--- src/rtl/hotp_pkg.sv ---
// hotp_pkg: shared types and constants for the HOTP/TOTP dynamic-truncation engine.
//   state_e      - control FSM states
//   TRUNC_MASK   - clears the sign bit of the extracted 32-bit word
//   BCD_NIBBLES  - width of the BCD accumulator in decimal digits
//   CONV_ITERS   - one double-dabble iteration per bit of the truncated word
package hotp_pkg;

    typedef enum logic [1:0] {
        StIdle,
        StExtract,
        StConvert,
        StDone
    } state_e;

    localparam logic [30:0]  TRUNC_MASK  = 31'h7FFF_FFFF;
    localparam int unsigned  BCD_NIBBLES = 10;
    localparam int unsigned  CONV_ITERS  = 31;

endpackage

--- src/rtl/bcd_adjust.sv ---
// bcd_adjust: double-dabble correction for one BCD nibble.
// Adds 3 when the nibble is 5 or more so the following left shift carries into
// the next decimal digit.
//   nib_i - current nibble of the BCD accumulator
//   nib_o - corrected nibble, ready to be shifted
module bcd_adjust (
    input  logic [3:0] nib_i,
    output logic [3:0] nib_o
);

    always_comb begin
        nib_o = nib_i;
        if (nib_i >= 4'd5) begin
            nib_o = nib_i + 4'd3;
        end
    end

endmodule

--- src/rtl/hotp_truncate.sv ---
// hotp_truncate: HOTP/TOTP dynamic truncation (RFC 4226) followed by a sequential
// binary-to-BCD conversion, producing the low DIGITS decimal digits as the code.
//
// Parameters:
//   DIGEST_W - digest width in bits, multiple of 8, at least 160 (160 SHA-1, 256 SHA-256)
//   DIGITS   - decimal digits delivered on code, 1..10
//
// Ports:
//   clk      - clock, rising edge
//   rst      - asynchronous active-low reset
//   init     - start request; accepted only in IDLE or DONE
//   digest   - HMAC result, byte 0 in the top byte; sampled on the accepting edge
//   code     - packed BCD code, most-significant digit in the top nibble
//   ready    - code is valid (DONE state)
//   busy     - computation in progress (EXTRACT or CONVERT)
//   bin_code - masked truncated word, present only when HOTP_TRUNC_BIN_EN is defined
//
// Latency from the accepting edge to ready is a fixed 33 cycles: one EXTRACT edge
// and 31 CONVERT edges.
module hotp_truncate
    import hotp_pkg::*;
#(
    parameter int unsigned DIGEST_W = 160,
    parameter int unsigned DIGITS   = 6
) (
    input  logic                  clk,
    input  logic                  rst,
    input  logic                  init,
    input  logic [DIGEST_W-1:0]   digest,
    output logic [4*DIGITS-1:0]   code,
    output logic                  ready,
    output logic                  busy
`ifdef HOTP_TRUNC_BIN_EN
    ,
    output logic [30:0]           bin_code
`endif
);

    localparam int unsigned AccW = 4 * BCD_NIBBLES;
    // Offsets 0..15 reach at most byte 18, so only bytes 0..18 are ever needed.
    localparam int unsigned WinW = 152;

    if ((DIGEST_W % 8) != 0 || DIGEST_W < 160) begin : g_bad_digest_w
        $fatal(1, "hotp_truncate: DIGEST_W must be a multiple of 8 and >= 160");
    end
    if (DIGITS < 1 || DIGITS > 10) begin : g_bad_digits
        $fatal(1, "hotp_truncate: DIGITS must be in 1..10");
    end

    state_e              state_q, state_d;
    logic [WinW-1:0]     window_q, window_d;
    logic [3:0]          offset_q, offset_d;
    logic [30:0]         word_q, word_d;
    logic [AccW-1:0]     acc_q, acc_d;
    logic [4:0]          cnt_q, cnt_d;
    logic [4*DIGITS-1:0] code_q, code_d;
`ifdef HOTP_TRUNC_BIN_EN
    logic [30:0]         bin_q, bin_d;
`endif

    logic [31:0]         word_raw;
    logic [30:0]         word_trunc;
    logic [AccW-1:0]     acc_adj;
    logic [AccW-1:0]     acc_shift;

    // Byte-granular window select: offset i picks bytes i..i+3, big-endian.
    always_comb begin
        word_raw = '0;
        for (int i = 0; i < 16; i++) begin
            if (offset_q == 4'(i)) begin
                word_raw = window_q[WinW-1-8*i -: 32];
            end
        end
    end

    // Bit 31 is dropped by the width; the mask keeps the sign-clear intent explicit.
    assign word_trunc = word_raw[30:0] & TRUNC_MASK;

    for (genvar g = 0; g < BCD_NIBBLES; g++) begin : g_adj
        bcd_adjust u_bcd_adjust (
            .nib_i (acc_q[4*g +: 4]),
            .nib_o (acc_adj[4*g +: 4])
        );
    end

    // One double-dabble step: adjusted accumulator takes the next word MSB.
    assign acc_shift = {acc_adj[AccW-2:0], word_q[30]};

    always_comb begin
        state_d  = state_q;
        window_d = window_q;
        offset_d = offset_q;
        word_d   = word_q;
        acc_d    = acc_q;
        cnt_d    = cnt_q;
        code_d   = code_q;
`ifdef HOTP_TRUNC_BIN_EN
        bin_d    = bin_q;
`endif
        unique case (state_q)
            StIdle, StDone: begin
                if (init) begin
                    window_d = digest[DIGEST_W-1 -: WinW];
                    offset_d = digest[3:0];
                    state_d  = StExtract;
                end
            end
            StExtract: begin
                word_d  = word_trunc;
                acc_d   = '0;
                cnt_d   = '0;
`ifdef HOTP_TRUNC_BIN_EN
                bin_d   = word_trunc;
`endif
                state_d = StConvert;
            end
            StConvert: begin
                acc_d  = acc_shift;
                word_d = {word_q[29:0], 1'b0};
                cnt_d  = cnt_q + 5'd1;
                if (cnt_q == 5'(CONV_ITERS - 1)) begin
                    code_d  = acc_shift[4*DIGITS-1:0];
                    state_d = StDone;
                end
            end
            default: begin
                state_d = StIdle;
            end
        endcase
    end

    always_ff @(posedge clk or negedge rst) begin
        if (!rst) begin
            state_q  <= StIdle;
            window_q <= '0;
            offset_q <= '0;
            word_q   <= '0;
            acc_q    <= '0;
            cnt_q    <= '0;
            code_q   <= '0;
`ifdef HOTP_TRUNC_BIN_EN
            bin_q    <= '0;
`endif
        end else begin
            state_q  <= state_d;
            window_q <= window_d;
            offset_q <= offset_d;
            word_q   <= word_d;
            acc_q    <= acc_d;
            cnt_q    <= cnt_d;
            code_q   <= code_d;
`ifdef HOTP_TRUNC_BIN_EN
            bin_q    <= bin_d;
`endif
        end
    end

    assign code  = code_q;
    assign ready = (state_q == StDone);
    assign busy  = (state_q == StExtract) || (state_q == StConvert);
`ifdef HOTP_TRUNC_BIN_EN
    assign bin_code = bin_q;
`endif

    // Bits that can never influence the result.
    logic unused_bits;
    assign unused_bits = ^{digest[DIGEST_W-WinW-1:4], word_raw[31], acc_adj[AccW-1]};

endmodule

--- config.mk ---
export PLATFORM = sky130hd
export DESIGN_NAME = hotp_truncate
export DESIGN_NICKNAME = d
export VERILOG_FILES = /design/src/rtl/hotp_pkg.sv /design/src/rtl/bcd_adjust.sv /design/src/rtl/hotp_truncate.sv
export SDC_FILE = /design/constraint.sdc
export NUM_CORES = 1
export LEC_CHECK = 0
export ABC_AREA = 1
export BUFFER_PORTS_ARGS = -buffer_cell sky130_fd_sc_hd__buf_2
export CORE_MARGIN = 1
export CORE_UTILIZATION = 55
export DETAILED_ROUTE_END_ITERATION = 6
export GPL_ROUTABILITY_DRIVEN = 1
export GPL_TIMING_DRIVEN = 0
export PLACE_DENSITY = 0.83
export REMOVE_ABC_BUFFERS = 1
export SLEW_MARGIN = 20
export SYNTH_ARGS = -nofsm -noshare
export SYNTH_HDL_FRONTEND = slang
export SYNTH_SLANG_ARGS = --single-unit
export TNS_END_PERCENT = 20
--- constraint.sdc ---
create_clock -name clk -period 2.63 [get_ports clk]
set_clock_uncertainty 0.05 [all_clocks]
set_input_delay 0.526 -clock clk [delete_from_list [all_inputs] [get_ports clk]]
set_output_delay 0.526 -clock clk [all_outputs]
set_load 0.005 [all_outputs]
==> results of run 1 <==
## what timing repair did
item / 4_1_cts / 5_1_grt
setup endpoints to repair: 112 / 29
pin swaps: 0 / 3
cloned: 1 / 1
setup buffers: 0 / 3
hold buffers: 1 / 0
hold endpoints to repair: 45 / 0
resized for setup: 15 / 6
## report_power, final
part | total (mW) | internal, mW | leakage (nW) | switching (mW)
combinational | 9.25 | 3.22 | 4.56 | 6.02
sequential | 6.40 | 5.23 | 2.86 | 1.17
clock | 3.69 | 2.19 | 0.431 | 1.50
## sequential cells by signal (all words and copies together) (netlist names)
name      count
acc_q        24
cnt_q         5
code         24
offset_q      4
state_q       2
window_q    151
word_q       31
## through the flow
step,hold slack (ns),instances
after floorplan,0.180,1786
after global placement,0.407,2288
after detailed placement,0.407,2300
after CTS,0.161,2351
after global routing,0.163,2355
final,0.171,2355
## worst min-delay path by stage
| stage | start | end | cells past startpoint |
|---|---|---|---|
| final | digest[136] | window_q[128]$_DFFE_PN0P_ | 2 |
| after global routing | digest[103] | window_q[95]$_DFFE_PN0P_ | 2 |
| after detailed placement | rst | window_q[145]$_DFFE_PN0P_ | 1 |
| after global placement | code[15]$_DFFE_PN0P_ | code[15]$_DFFE_PN0P_ | 2 |
| after floorplan | rst | acc_q[0]$_DFFE_PN0P_ | 0 |
| after CTS | digest[136] | window_q[128]$_DFFE_PN0P_ | 2 |
## area by class of cell
type                            count  area [sq um]
Clock buffer                       44           850
Clock inverter                      5          30.0
Fill cell                        1959          8010
Inverter                          229           873
Multi-Input combinational cell   1317          6330
Sequential cell                   241          6030
Tap cell                          319           399
Timing Repair Buffer              199          1220
Timing Repair inverter              1          7.51
## cell usage in the layout (no fill, tap or decap), types with 2 or more instances in the layout
cell,netlist,layout
sky130_fd_sc_hd__clkbuf_16,0,27
sky130_fd_sc_hd__buf_12,0,3
sky130_fd_sc_hd__nand3_1,73,72
sky130_fd_sc_hd__dfrtp_1,241,241
sky130_fd_sc_hd__clkbuf_1,82,6
sky130_fd_sc_hd__inv_1,220,219
sky130_fd_sc_hd__xor2_1,11,11
sky130_fd_sc_hd__buf_2,13,182
sky130_fd_sc_hd__buf_4,0,3
sky130_fd_sc_hd__nand4_1,87,87
sky130_fd_sc_hd__o21ai_0,59,59
sky130_fd_sc_hd__mux2_2,36,36
sky130_fd_sc_hd__o22ai_1,38,38
sky130_fd_sc_hd__clkbuf_8,0,11
sky130_fd_sc_hd__inv_4,0,2
sky130_fd_sc_hd__nor3_1,5,5
sky130_fd_sc_hd__nand2_2,2,3
sky130_fd_sc_hd__inv_2,7,6
sky130_fd_sc_hd__nor2_2,5,4
sky130_fd_sc_hd__ha_1,17,16
sky130_fd_sc_hd__buf_6,0,3
sky130_fd_sc_hd__buf_16,0,6
sky130_fd_sc_hd__clkinvlp_4,0,4
sky130_fd_sc_hd__nor2_1,297,286
sky130_fd_sc_hd__nor2_4,2,15
sky130_fd_sc_hd__clkinv_2,0,3
sky130_fd_sc_hd__nand2_1,480,478
sky130_fd_sc_hd__a21oi_1,202,202
## logic make-up after synthesis
group	after synthesis
adders and majority gates	17
AOI/OAI and AO/OA	299
and+or+nand+nor	953
buffers and inverters	327
DFF	241
muxes	36
xor gates and xnor gates	11
## routing by layer
layer / GRT usage / wire [microns] / vias up
met2: 0.481 / 16900 / 588
met4: 0.0897 / 797 / 0
met5: 0 / 0 / -
met1: 0.385 / 14600 / 6029
li1: - / - / 6308
met3: 0.0378 / 3100 / 68
==> summary.json, run 1 <==
{
  "run_status": "finished, final reports clean",
  "pin_count": 189,
  "final.period_utilization": 0.963,
  "total_negative_setup_slacks_ns": 0,
  "syn_inst": 1884,
  "floorplan.die.height_microns": 158,
  "synthDistinctLibCells": 23,
  "synth_simple_gate_area_frac": 0.292,
  "final_core_utilization": 0.663,
  "avgRoutedWirePerCell_microns": 15.0,
  "clock_latency_ns": 0.53,
  "main_flop_type_after_synthesis": "sky130_fd_sc_hd__dfrtp_1",
  "worstSetupPathDepth": 4,
  "die_wd_microns": 158,
  "achievable-frequency_ghz": 0.395,
  "layout.cell_area.non_filler_sq_um": 15700,
  "grt.total_usage": 0.287,
  "synth-edff-count": 0,
  "portBuffers": 183,
  "drc": 0,
  "post_synth_fa_ha_maj_area_fraction": 0.0158,
  "antenna_cells_inserted": 0,
  "ys_async_sr_fraction": 1.00,
  "area_of_the_mapped_netlist_sq_um": 13500,
  "total_via_count_in_the_routed_design": 13000,
  "cts_tree": "done",
  "detail-route-antenna-nets": 0,
  "power_density_nw_per_um2": 1230,
  "grt_start_max_net_pins": 100,
  "leakagePower_nw": 7.85,
  "netlist_top_cells_area": "sky130_fd_sc_hd__dfrtp_1 (45%), sky130_fd_sc_hd__nand2_1 (13%), sky130_fd_sc_hd__nor2_1 (8.3%)",
  "numCtsBuffers": 27,
  "clock_tree.htree_level_count": 1,
  "area_growth_pct": 16.9,
  "via_per_inst": 5.52,
  "slew_viol_final": 0,
  "r2r-end": "window_q[149]$_DFFE_PN0P_",
  "cts_root_buffer": "sky130_fd_sc_hd__clkbuf_16",
  "overflow_left_after_global_routing": 0,
  "final.min_clock_period_ns": 2.53,
  "post_synth_xor_area_fraction": 0.00716,
  "postPlaceCellArea_sq_um": 14700,
  "synth_top_family_by_area": "simple AND/OR/NAND/NOR gates",
  "detail_route.wirelength_microns": 35400,
  "final_critical_path_setup_slack_ns": 0.0979,
  "critPathTopFamily": "buffers and inverters",
  "worst-setup-path-type": "flop to output port",
  "timing_hold_violations_final": 0,
  "die_area_sq_um": 25100,
  "place_congestion": 0.852,
  "max-slew-margin-rel": 0.462,
  "critical_path.cell_chain": "inv_1 > ha_4 > inv_6 > buf_2",
  "max-vdd-ir-drop_mv": 0.649,
  "worstPathMaxFanout": 64,
  "cp.buffers_inverters": 3,
  "critical_path.startpoint": "state_q[0]$_DFFE_PN0P_",
  "drt-pass1-iter-count": 6,
  "yosys_register_bits": 241,
  "crit_required_ns": 2.05,
  "synthMostInstantiatedCell": "sky130_fd_sc_hd__nand2_1",
  "synth_common_cells": "sky130_fd_sc_hd__nand2_1 (480), sky130_fd_sc_hd__nor2_1 (297), sky130_fd_sc_hd__dfrtp_1 (241)",
  "netlist.top_cell.by_area": "sky130_fd_sc_hd__dfrtp_1",
  "grt_antenna_before_repair": 0,
  "postSynthAreaPerCell_sq_um": 7.15,
  "detail_route.iter0.violations": 1304,
  "crit_path_start_kind": "flop",
  "synth.yosys.seq_area_share": 0.448,
  "reg2reg_depth": 7,
  "power.total_mw": 19.3,
  "vias_in_the_first_global_route": 12300,
  "cpPeakStageDelay_ns": 0.41,
  "cts.sink_count": 241,
  "cpMaxStageDelayCell": "sky130_fd_sc_hd__dfrtp_1",
  "worstSetupEndpoint": "busy",
  "clk_pin_slew_worst_paths_ns": 0.06,
  "rr_startpoint": "state_q[0]$_DFFE_PN0P_",
  "rsz_0062_raised_after_global_routing": "no",
  "max-cap-violations": 0,
  "synth.yosys.warnings": 0,
  "synth-compound-area-share": 0.115,
  "clock_path_buffers": 3,
  "worst-slew-pin-transition_ns": 0.805,
  "nNetsFinal": 2196,
  "reg2reg_setup_slack_ns": 0.13,
  "global_route_wire_length_before_repair_microns": 57400,
  "floorplan.rows": 56,
  "post_route_cells_drive_above_1_share": 0.154,
  "netlist.area_leader.share": 0.448,
  "floorplan.initialDensity": 0.567,
  "min_path_type": "primary input to flop",
  "core_area_sq_um": 23800,
  "synth.area.mux_share": 0.0301,
  "cp-end-kind": "output port",
  "dp_hpwl_microns": 23700,
  "data_arrival_critical_path_ns": 1.96,
  "setup_viol_count_final": 0,
  "place_worst_setup_slack_ns": -0.478
}
No activity file was read; power rests on OpenSTA's default activity.
==> run 2, diff against run 1 <==
CORE_UTILIZATION = 58   (was 55)
PLACE_DENSITY = 0.87   (was 0.83)
==> run 2 against run 1 <==
Net effect: via count increased by 1.9%; sequential power rose by 0.6%; wire length rose by 3.4%; critical path depth is the same; design area fell by 0.16%; global-route usage up 1.6 points; die area down 5.1%.
==> summary.json, run 2 (synthesis results as in run 1) <==
{
  "area_growth_pct": 16.7,
  "min_path_type": "primary input to flop",
  "hold-path-endpoint": "window_q[94]$_DFFE_PN0P_",
  "detail-route-antenna-nets": 0,
  "cts_tree": "done",
  "global_route_wire_length_before_repair_microns": 58500,
  "post_route_cells_drive_above_1_share": 0.153,
  "grt-busiest-layer": "met2",
  "cts_root_buffer": "sky130_fd_sc_hd__clkbuf_16",
  "achievable-frequency_ghz": 0.395,
  "crit_path_start_kind": "flop",
  "p_seq_frac": 0.328,
  "reg2reg_setup_slack_ns": 0.17,
  "avgRoutedWirePerCell_microns": 15.8,
  "overflow_left_after_global_routing": 0,
  "fill_cells": 1782,
  "clock_latency_ns": 0.53,
  "grtUsageMet3": 0.0457,
  "portBuffers": 183,
  "switchingPower_mw": 8.83,
  "clk_pin_slew_worst_paths_ns": 0.06,
  "grt.total_usage": 0.303,
  "worst-setup-path-type": "flop to output port",
  "layout.cell_area.non_filler_sq_um": 15700,
  "floorplan.initialDensity": 0.593,
  "setup_viol_count_final": 0,
  "max-slew-margin-rel": 0.483,
  "rr_startpoint": "offset_q[2]$_DFFE_PN0P_",
  "mostFrequentLayoutCell": "sky130_fd_sc_hd__nand2_1",
  "final.period_utilization": 0.962,
  "via_per_inst": 5.71,
  "timing_hold_violations_final": 0,
  "total_via_count_in_the_routed_design": 13200,
  "run_status": "finished, final reports clean",
  "internal-power_mw": 10.8,
  "place_worst_setup_slack_ns": -0.623,
  "final.min_clock_period_ns": 2.53,
  "power_density_nw_per_um2": 1250,
  "postPlaceCellArea_sq_um": 14700,
  "antenna_cells_inserted": 0,
  "worst-slew-pin-transition_ns": 0.774,
  "mostFrequentLayoutCells": "sky130_fd_sc_hd__nand2_1 (478), sky130_fd_sc_hd__nor2_1 (286), sky130_fd_sc_hd__dfrtp_1 (241)",
  "clock_tree.htree_level_count": 1,
  "grt_start_max_net_pins": 85,
  "die_wd_microns": 154,
  "cts.sink_count": 241,
  "holdCritStartpoint": "digest[102]",
  "drc": 0,
  "cp-end-kind": "output port",
  "place_congestion": 0.868,
  "largest_register_ff_count": 151,
  "drt-pass1-iter-count": 7,
  "leakagePower_nw": 7.86,
  "max-cap-violations": 0,
  "groute.layer.met1.usage": 0.391,
  "globalRouteMet2Util": 0.515,
  "die_area_sq_um": 23800,
  "layout_top_registers": "window_q (151), word_q (31)",
  "detail_route.iter0.violations": 1498,
  "nNetsFinal": 2194,
  "slew_viol_final": 0,
  "final_critical_path_setup_slack_ns": 0.0991,
  "core_area_sq_um": 22700,
  "worstHoldPathCells": 2,
  "dp_hpwl_microns": 24000,
  "share_comb_of_total_power": 0.473,
  "power.total_mw": 19.7,
  "data_arrival_critical_path_ns": 1.95,
  "r2r-end": "word_q[2]$_DFFE_PN0P_",
  "floorplan.rows": 55,
  "registers.top_by_ff_count": "window_q",
  "power_frac_clock": 0.200,
  "worstPathMaxFanout": 64,
  "grt_antenna_before_repair": 0,
  "reg2reg_depth": 10,
  "clock_path_buffers": 3,
  "max-vdd-ir-drop_mv": 0.764,
  "numCtsBuffers": 27,
  "pin_count": 189,
  "critical_path.startpoint": "state_q[0]$_DFFE_PN0P_",
  "floorplan.die.height_microns": 154,
  "power_switching_share": 0.449,
  "detail_route.wirelength_microns": 36600,
  "vias_in_the_first_global_route": 12500,
  "crit_required_ns": 2.05
}
run 2: cell types whose count changed in the layout (fill, tap and decap cells not counted), sizes merged:
cell / before / now
inv: 228 / 229
bufinv: 0 / 4
clkinv: 3 / 5
buf: 198 / 196
clkbuf: 44 / 37
clkinvlp: 4 / 3
run 2: repair_timing:
action	in CTS	in global routing
endpoints found under the hold margin	83	0
hold buffers	1	0
resized for setup	15	6
pin swaps	0	3
cloned	1	1
buffers inserted	0	2
setup endpoints to repair	111	30
run 2: worst max path at each step:
stage | endpoint | slack, ns | cells after the start
after floorplan | window_q[127]$_DFFE_PN0P_ | -3.48 | 4
after global placement | window_q[42]$_DFFE_PN0P_ | -5.77 | 5
after detailed placement | code[9]$_DFFE_PN0P_ | -0.62 | 6
after CTS | word_q[23]$_DFFE_PN0P_ | 0.02 | 13
after global routing | word_q[24]$_DFFE_PN0P_ | -0.02 | 13
final | busy | 0.1 | 4
run 2: final cells by class:
type,count,area (sq um),share of cell area
clock buffer,37,763,0.0486
clock inverter,11,161,0.0103
sequential,241,6030,0.384
tap,285,357,0.0227
timing repair inverter,1,7.51,0.000478
inverter,229,873,0.0556
multi-input combinational,1317,6330,0.403
timing repair buffer,197,1190,0.0757
run 2: power by group through the flow:
stage               logic [mW]  clock network [mW]  registers [mW]
global route              10.4                4.09            6.60
finish                    9.29                3.92            6.44
CTS                       9.10                3.97            6.38
detailed placement        8.92                   0            6.41
floorplan                 6.23                   0            6.22
global placement          6.76                   0            5.90
run 2: critical path, cell delays in order (launching register included):
cell	delay, ns
sky130_fd_sc_hd__dfrtp_1	0.41
sky130_fd_sc_hd__inv_1	0.10
sky130_fd_sc_hd__ha_4	0.34
sky130_fd_sc_hd__inv_6	0.37
sky130_fd_sc_hd__buf_2	0.20
run 2: layer usage:
metal,wire length [microns],part of all wire,up-vias
met2,17500,0.48,633
li1,-,-,6298
met1,14900,0.41,6214
met5,0,0,-
met3,3090,0.084,100
met4,1060,0.029,0
run 2: per-stage QoR:
| stage | hold slack (ns) | utilization | cells | setup TNS [ns] |
|---|---|---|---|---|
| after detailed placement | 0.411 | 0.646 | 2265 | -33.29 |
| after global routing | 0.168 | 0.692 | 2318 | -0.0223 |
| after CTS | 0.151 | 0.690 | 2315 | 0 |
| after global placement | 0.407 | 0.632 | 2254 | -1658.33 |
| final | 0.172 | 0.692 | 2318 | 0 |
| after floorplan | 0.180 | - | 1786 | -518.84 |
